<file path="src/rtl/pipe_seq_ctrl.sv">
// Stall/bubble sequencer for the stage-latch pipeline (load-use, multicycle EX, redirect, memory wait).
// Define PIPE_SEQ_CTRL_PERF_EN to add saturating stall/flush cycle counters.
//
// state | meaning
// RUN   | all latches advance, no bubbles
// LU    | one-cycle load-use stall: stages below HAZ_STG hold, HAZ_STG gets a bubble
// MC    | multicycle execute: stages 0..EX_STG hold, EX_STG+1 gets bubbles
// FLUSH | redirect: youngest FLUSH_DEPTH stages load bubbles
module pipe_seq_ctrl #(
  parameter int NUM_STG     = 6,
  parameter int HAZ_STG     = 2,
  parameter int EX_STG      = 3,
  parameter int MC_LAT      = 4,
  parameter int FLUSH_DEPTH = 3
) (
  input  logic               iw_clk,
  input  logic               iw_rst_n,
  input  logic               iw_ld_use,
  input  logic               iw_mc_start,
  input  logic               iw_branch_taken,
  input  logic               iw_mem_wait,
  output logic [NUM_STG-1:0] ow_stall,
  output logic [NUM_STG-1:0] ow_flush,
  output logic               ow_pc_hold,
  output logic               ow_busy,
  output logic [1:0]         ow_state
`ifdef PIPE_SEQ_CTRL_PERF_EN
  ,
  output logic [31:0]        ow_stall_cnt,
  output logic [31:0]        ow_flush_cnt
`endif
);

  typedef enum logic [1:0] {
    ST_RUN   = 2'd0,
    ST_LU    = 2'd1,
    ST_MC    = 2'd2,
    ST_FLUSH = 2'd3
  } state_e;

  localparam logic [NUM_STG-1:0] ONE      = {{(NUM_STG-1){1'b0}}, 1'b1};
  localparam logic [NUM_STG-1:0] LU_STALL = (ONE << HAZ_STG) - ONE;
  localparam logic [NUM_STG-1:0] LU_FLUSH = ONE << HAZ_STG;
  localparam logic [NUM_STG-1:0] MC_STALL = (ONE << (EX_STG + 1)) - ONE;
  // Shifting past the top stage yields zero, so no bubble when EX is the last latch.
  localparam logic [NUM_STG-1:0] MC_FLUSH = ONE << (EX_STG + 1);
  localparam logic [NUM_STG-1:0] FL_FLUSH = (ONE << FLUSH_DEPTH) - ONE;
  localparam logic [3:0]         MC_LOAD  = 4'(MC_LAT - 1);

  state_e     state_q, state_d;
  logic [3:0] cnt_q, cnt_d;
  logic       freeze;

  // Gated by reset so outputs read zero while reset is held, whatever mem_wait does.
  assign freeze = iw_mem_wait & iw_rst_n;

  always_ff @(posedge iw_clk or negedge iw_rst_n) begin
    if (!iw_rst_n) begin
      state_q <= ST_RUN;
      cnt_q   <= 4'd0;
    end else begin
      state_q <= state_d;
      cnt_q   <= cnt_d;
    end
  end

  always_comb begin
    state_d  = state_q;
    cnt_d    = cnt_q;
    ow_stall = '0;
    ow_flush = '0;
    unique case (state_q)
      ST_RUN: begin
        if (iw_branch_taken) begin
          state_d = ST_FLUSH;
        end else if (iw_mc_start) begin
          state_d = ST_MC;
          cnt_d   = MC_LOAD;
        end else if (iw_ld_use) begin
          state_d = ST_LU;
        end
      end
      ST_LU: begin
        ow_stall = LU_STALL;
        ow_flush = LU_FLUSH;
        state_d  = iw_branch_taken ? ST_FLUSH : ST_RUN;
      end
      ST_MC: begin
        ow_stall = MC_STALL;
        ow_flush = MC_FLUSH;
        cnt_d    = (cnt_q == 4'd0) ? 4'd0 : cnt_q - 4'd1;
        if (cnt_q <= 4'd1) state_d = ST_RUN;
      end
      ST_FLUSH: begin
        ow_flush = FL_FLUSH;
        state_d  = iw_branch_taken ? ST_FLUSH : ST_RUN;
      end
      default: state_d = ST_RUN;
    endcase
    if (freeze) begin
      state_d  = state_q;
      cnt_d    = cnt_q;
      ow_stall = '1;
      ow_flush = '0;
    end
  end

  assign ow_pc_hold = ow_stall[0];
  assign ow_busy    = (state_q != ST_RUN);
  assign ow_state   = state_q;

`ifdef PIPE_SEQ_CTRL_PERF_EN
  logic [31:0] stall_cnt_q, stall_cnt_d;
  logic [31:0] flush_cnt_q, flush_cnt_d;

  always_comb begin
    stall_cnt_d = stall_cnt_q;
    flush_cnt_d = flush_cnt_q;
    if ((|ow_stall) && (stall_cnt_q != 32'hFFFF_FFFF)) stall_cnt_d = stall_cnt_q + 32'd1;
    if ((|ow_flush) && (flush_cnt_q != 32'hFFFF_FFFF)) flush_cnt_d = flush_cnt_q + 32'd1;
  end

  always_ff @(posedge iw_clk or negedge iw_rst_n) begin
    if (!iw_rst_n) begin
      stall_cnt_q <= 32'd0;
      flush_cnt_q <= 32'd0;
    end else begin
      stall_cnt_q <= stall_cnt_d;
      flush_cnt_q <= flush_cnt_d;
    end
  end

  assign ow_stall_cnt = stall_cnt_q;
  assign ow_flush_cnt = flush_cnt_q;
`endif

endmodule

</file>
<file path="config.mk">
export PLATFORM = sky130hd
export DESIGN_NAME = pipe_seq_ctrl
export DESIGN_NICKNAME = d
export VERILOG_FILES = /design/src/rtl/pipe_seq_ctrl.sv
export SDC_FILE = /design/constraint.sdc
export NUM_CORES = 1
export LEC_CHECK = 0
export ABC_AREA = 1
export CORE_MARGIN = 2
export CORE_UTILIZATION = 25
export DETAILED_ROUTE_END_ITERATION = 8
export SLEW_MARGIN = 40
export SYNTH_ARGS = -nofsm -noshare
export SYNTH_HDL_FRONTEND = slang
export SYNTH_SLANG_ARGS = --single-unit
</file>
<file path="constraint.sdc">
create_clock -name iw_clk -period 2.6 [get_ports iw_clk]
set_input_delay 0.52 -clock iw_clk [delete_from_list [all_inputs] [get_ports iw_clk]]
set_output_delay 0.52 -clock iw_clk [all_outputs]
set_load 0.005 [all_outputs]
</file>
# == After elaboration in Yosys (flattened, before gate mapping) ==
# Cells that the tools add are included.
# totals
reg_bits,6
in_bits,6
wordCells,34
out_inout_bits,16
# classes
n_bitwise,2
n_addsub,1
order_cmp,1
muxes,14
n_reduce_logical,7
n_eq_ne,7
# op_table
operator,count
4-bit case mux with 2 select lines,2
5-bit case mux with 3 select lines,1
4-bit 2-to-1 mux,3
6-bit 2-to-1 mux,2
2-bit 2-to-1 mux,5
"2-bit inequality test, second input constant",3
2-bit case mux with 3 select lines,1
"2-bit == test, second input constant",2
"4-bit by 1-bit less-or-equal comparator with 1-bit output, second input constant",1
4-bit zero test,1
"4-bit inequality test, second input constant",1
4-bit AND reduction,1
2-bit nonzero test,2
"4-bit by 1-bit subtractor with 4-bit output, second input constant",1
3-bit AND reduction,1
"2-bit by 1-bit == test with 1-bit output, second input constant",1
2-bit zero test,1
2-bit OR reduction,1
1-bit AND,1
1-bit inverter,1

# == Logic depth before layout (Yosys ltp) ==
# logic_depth
ltp_word,4
depth_mapped,8
ltp_nobuf,8

# == Worst setup path after synthesis ==
# OpenSTA, ideal clock, no wires.
# synth_path
path_type,flip-flop to output port
startpoint,register state_q[0] (netlist: ow_state[0])
endpoint,output port ow_stall[0]
slack_ps,838
arrival_ps,1242
path_buffers,1
path_stages_with_launch,5
t_required_ps,2080
path_cell_list,dfrtp_1 inv_1 ha_1 or2_2 buf_4
# synth_between
elab_chain_len,3
word_cells_on_any_way,4
classes_between,eq/ne: 2; mux: 2
# synth_lines
element,line_no,source
from (decl),50,"state_e state_q, state_d;"
from (signal assigned),62,state_q <= state_d;
2-bit == test / 2-bit by 1-bit == test with 1-bit output (equally long branches),72,unique case (state_q)
4-bit case mux with 2 select lines *,72,
6-bit 2-to-1 mux *,100,if (freeze) begin
to (decl),22,"output logic [NUM_STG-1:0] ow_stall,"
# Mark *: on every way between the ends. The rest lies on a longest branch, timed or not.

# == Worst setup path after layout ==
# layout_path
startpoint,input port iw_rst_n
endpoint,output port ow_pc_hold
# layout_between
elab_chain_len,2
# layout_lines
element,line_no,source
from (decl),17,"input logic iw_rst_n,"
1-bit AND,55,assign freeze = iw_mem_wait & iw_rst_n;
6-bit 2-to-1 mux,100,
to (decl),24,"output logic ow_pc_hold,"
# No other way between the ends.

==> results.py <==
metrics = {
    "global_routing": {
        "grt_pass1_vias": 491,
        "first_pass_grt_wire_length_um": 1966,
        "grt_start_max_net_pins": 8,
        "met2_usage_pct": 14.14,
        "gr-usage-met3_pct": 2.299,
        "grt_util_all_layers_pct": 9.794,
        "globalRoute.busiestLayer": "met2",
        "grt_ovf": 0,
        "antenna_violations_before_repair": 0,
        "grtUsageMet1_pct": 13.17,
    },
    "cts": {
        "tritoncts": "yes",
        "number_of_buffers_created_by_cts": 3,
        "root_buffer": "clkbuf_4",
        "postCtsSetupBuffers": 0,
        "worst_setup_hold_path_clk_slew_ps": 40,
        "post_cts_hold_buffer_count": 0,
        "ctsLongestPathBuffers": 2,
        "ctsHtreeMaxLevel": 1,
        "clk-insertion-delay-late_ps": 230,
        "numClockSinks": 6,
        "post_cts_resized": 0,
    },
    "place": {
        "port-buffer-count": 19,
        "total_placed_instance_area_um2": 755.7,
        "dp_hpwl_um": 943.9,
        "placement.setup.worst_slack_ps": 153.6,
        "globalplace.congestion": 0.7212,
    },
    "synthesis": {
        "postSynthRegisterBits": 6,
        "synthesis.yosys.warnings": 0,
        "post_synth.cell_area_avg_um2": 6.649,
        "seq_area_frac_synth_pct": 26.26,
        "netlist-cell-type-count": 16,
        "syn_inst_count": 86,
        "syn_area_um2": 571.8,
    },
    "finish": {
        "number_of_diodes": 0,
        "finalInstanceArea_um2": 778.2,
        "drive_gt1_share_pct": 9.709,
        "area_added_between_synthesis_and_finish_pct": 36.11,
        "area_of_the_multi_input_gates_um2": 309.0,
        "fillCellCount": 238,
        "area.sequential_um2": 150.1,
        "most-common-layout-cells": "nand2_1, clkdlybuf4s50_1, inv_1, nand3_1",
        "final_common_cell": "nand2_1",
        "number_of_nets_in_the_layout": 117,
    },
    "power_and_ir_drop": {
        "cell_pwr_density_mw_per_mm2": 986.5,
        "power.ir.vdd_worst_v": 0.0003064,
        "cellLeakagePower_uw": 0.0004106,
    },
    "setup_path": {
        "critical_path_s_slowest_cell": "clkdlybuf4s50_1",
        "r2r_setup_slack_ps": 1190,
        "timing.setup.critical_path_class": "in2out",
        "signal_arrival_time_at_the_worst_endpoint_ps": 1910,
        "crit_fanout": 6,
        "rr_endpoint": "cnt_q[2]",
        "timing.critical_path.buf_inv": 3,
        "cp_data_required_time_ps": 2080,
        "crit_family": "buffers and inverters",
        "worst_path_largest_cell_delay_ps": 450,
        "critical-path-top-cell-by-count": "clkdlybuf4s50_1",
        "r2r_cells": 7,
        "cp_cell_sequence": "clkdlybuf4s50_1 -> nand2_1 -> inv_1 -> or2_2 -> clkdlybuf4s50_1",
        "timing.critical_path.to_type": "primary output",
        "critical_path.reg2reg.startpoint": "ow_state[0]",
        "element_type_at_the_critical_path_start": "primary input",
    },
    "floorplanning": {
        "row_count": 17,
        "fp.dieArea_mm2": 0.002686,
        "floorplan.initialDensity_pct": 26.10,
        "io_pins": 22,
        "core_region_area_mm2": 0.002191,
        "die_h_um": 51.83,
        "die_w_um": 51.83,
    },
    "drt": {
        "routed_wirelength_um": 1092,
        "first_pass_iters": 4,
        "drt_iter0_drc": 5,
        "detail_route.wl_per_cell_um": 8.336,
        "route.detailed.drc": 0,
        "num_vias": 528,
        "final_antenna_net_count": 0,
        "vias_per_cell": 4.031,
    },
    "sta": {
        "setup_viol": 0,
        "hold_ws_ps": 508.3,
        "final-max-slew-violation-count": 0,
        "worst_clock_skew_ps": 0.1130,
        "grt_setup_unrepaired": "false",
        "final_hold_viol_count": 0,
        "final.setup.tns_ps": 0,
        "fmax_mhz": 412.1,
        "crit_path_time_final_ps": 2427,
        "worst_slack_ps": 173.2,
        "final.period_utilization_pct": 93.34,
    },
    "hold_path": {
        "worst_hold_path.endpoint": "cnt_q[2]",
        "min-delay-path-class": "reg2reg",
        "min-delay-start": "cnt_q[2]",
        "holdPathStages": 2,
    },
    "run_status": {
        "run_status": "finished clean",
    },
    "job": {
        "max_capacitance_violation_count": 0,
    },
}
## worst reg2reg max path: cells and delay by family (launching register included)
kind	cells	cell delay, ps
compound gates	1	120
fa+ha+maj	1	320
buf+inv	2	180
flops	1	430
simple gates	3	260
## state kept, by name (all words and copies together) (netlist names)
register	flops
cnt_q	4
ow_state	2
## final cells by class
cell class,count,area share [%]
multi-input combinational,58,39.71
sequential,6,19.29
tap,28,4.502
clock buffer,3,2.894
inverter,15,7.235
timing repair buffer,21,26.37
## synthesized netlist by cell type
cell,instances,area [µm²]
ha_1,6,75.07
nand2_4,1,11.26
a21oi_1,1,5.000
o21ai_0,4,20.02
dfrtp_1,6,150.1
conb_1,1,3.750
nor2_4,1,11.26
inv_1,14,52.55
or2_2,1,6.260
buf_4,8,60.06
o21ai_1,1,5.000
nor2_1,4,15.01
nand2_1,29,108.9
o21ai_2,1,8.760
inv_2,1,3.750
nand3_1,7,35.03
## stage by stage
step / cells / total power (µW) / util, %
after global routing: 131 / 872.5 / 35.52
after floorplan: 87 / 497.7 / -
after global placement: 128 / 690.7 / 34.49
after detailed placement: 128 / 701.2 / 34.49
after CTS: 131 / 786.1 / 35.52
final: 131 / 767.7 / 35.52
## layer usage
layer	up-vias	routed length [µm]	part of all wire, %
met2	22	486	45
met5	-	0	0
met3	2	104	9.5
met4	0	4	0.37
li1	286	-	-
met1	218	496	45
## worst max path at each step
stage | from | endpoint | slack (ps) | cells past startpoint
floorplan | ow_state[0] | ow_stall[0] | 840 | 4
global placement | iw_rst_n | ow_stall[1] | 190 | 5
detailed placement | iw_rst_n | ow_pc_hold | 150 | 5
CTS | iw_rst_n | ow_pc_hold | 150 | 5
global route | ow_state[0] | ow_flush[4] | 90 | 5
finish | iw_rst_n | ow_pc_hold | 170 | 5
## kinds of logic after synthesis
logic type | count (synthesis) | synth area share [%]
buf+inv | 23 | 20.35
simple gates | 43 | 32.82
fa+ha+maj | 6 | 13.13
compound gates | 7 | 6.782
other cells | 1 | 0.6558
flops | 6 | 26.26
## report_power, final
part | leakage, µW | total (µW) | internal (µW) | switching [µW]
registers | 0.0000759 | 167 | 127 | 39.8
clock network | 0.0000138 | 79.6 | 51.8 | 27.8
logic | 0.000321 | 522 | 273 | 249
total | 0.000411 | 768 | 452 | 316
(Power assumes the default switching activity.)
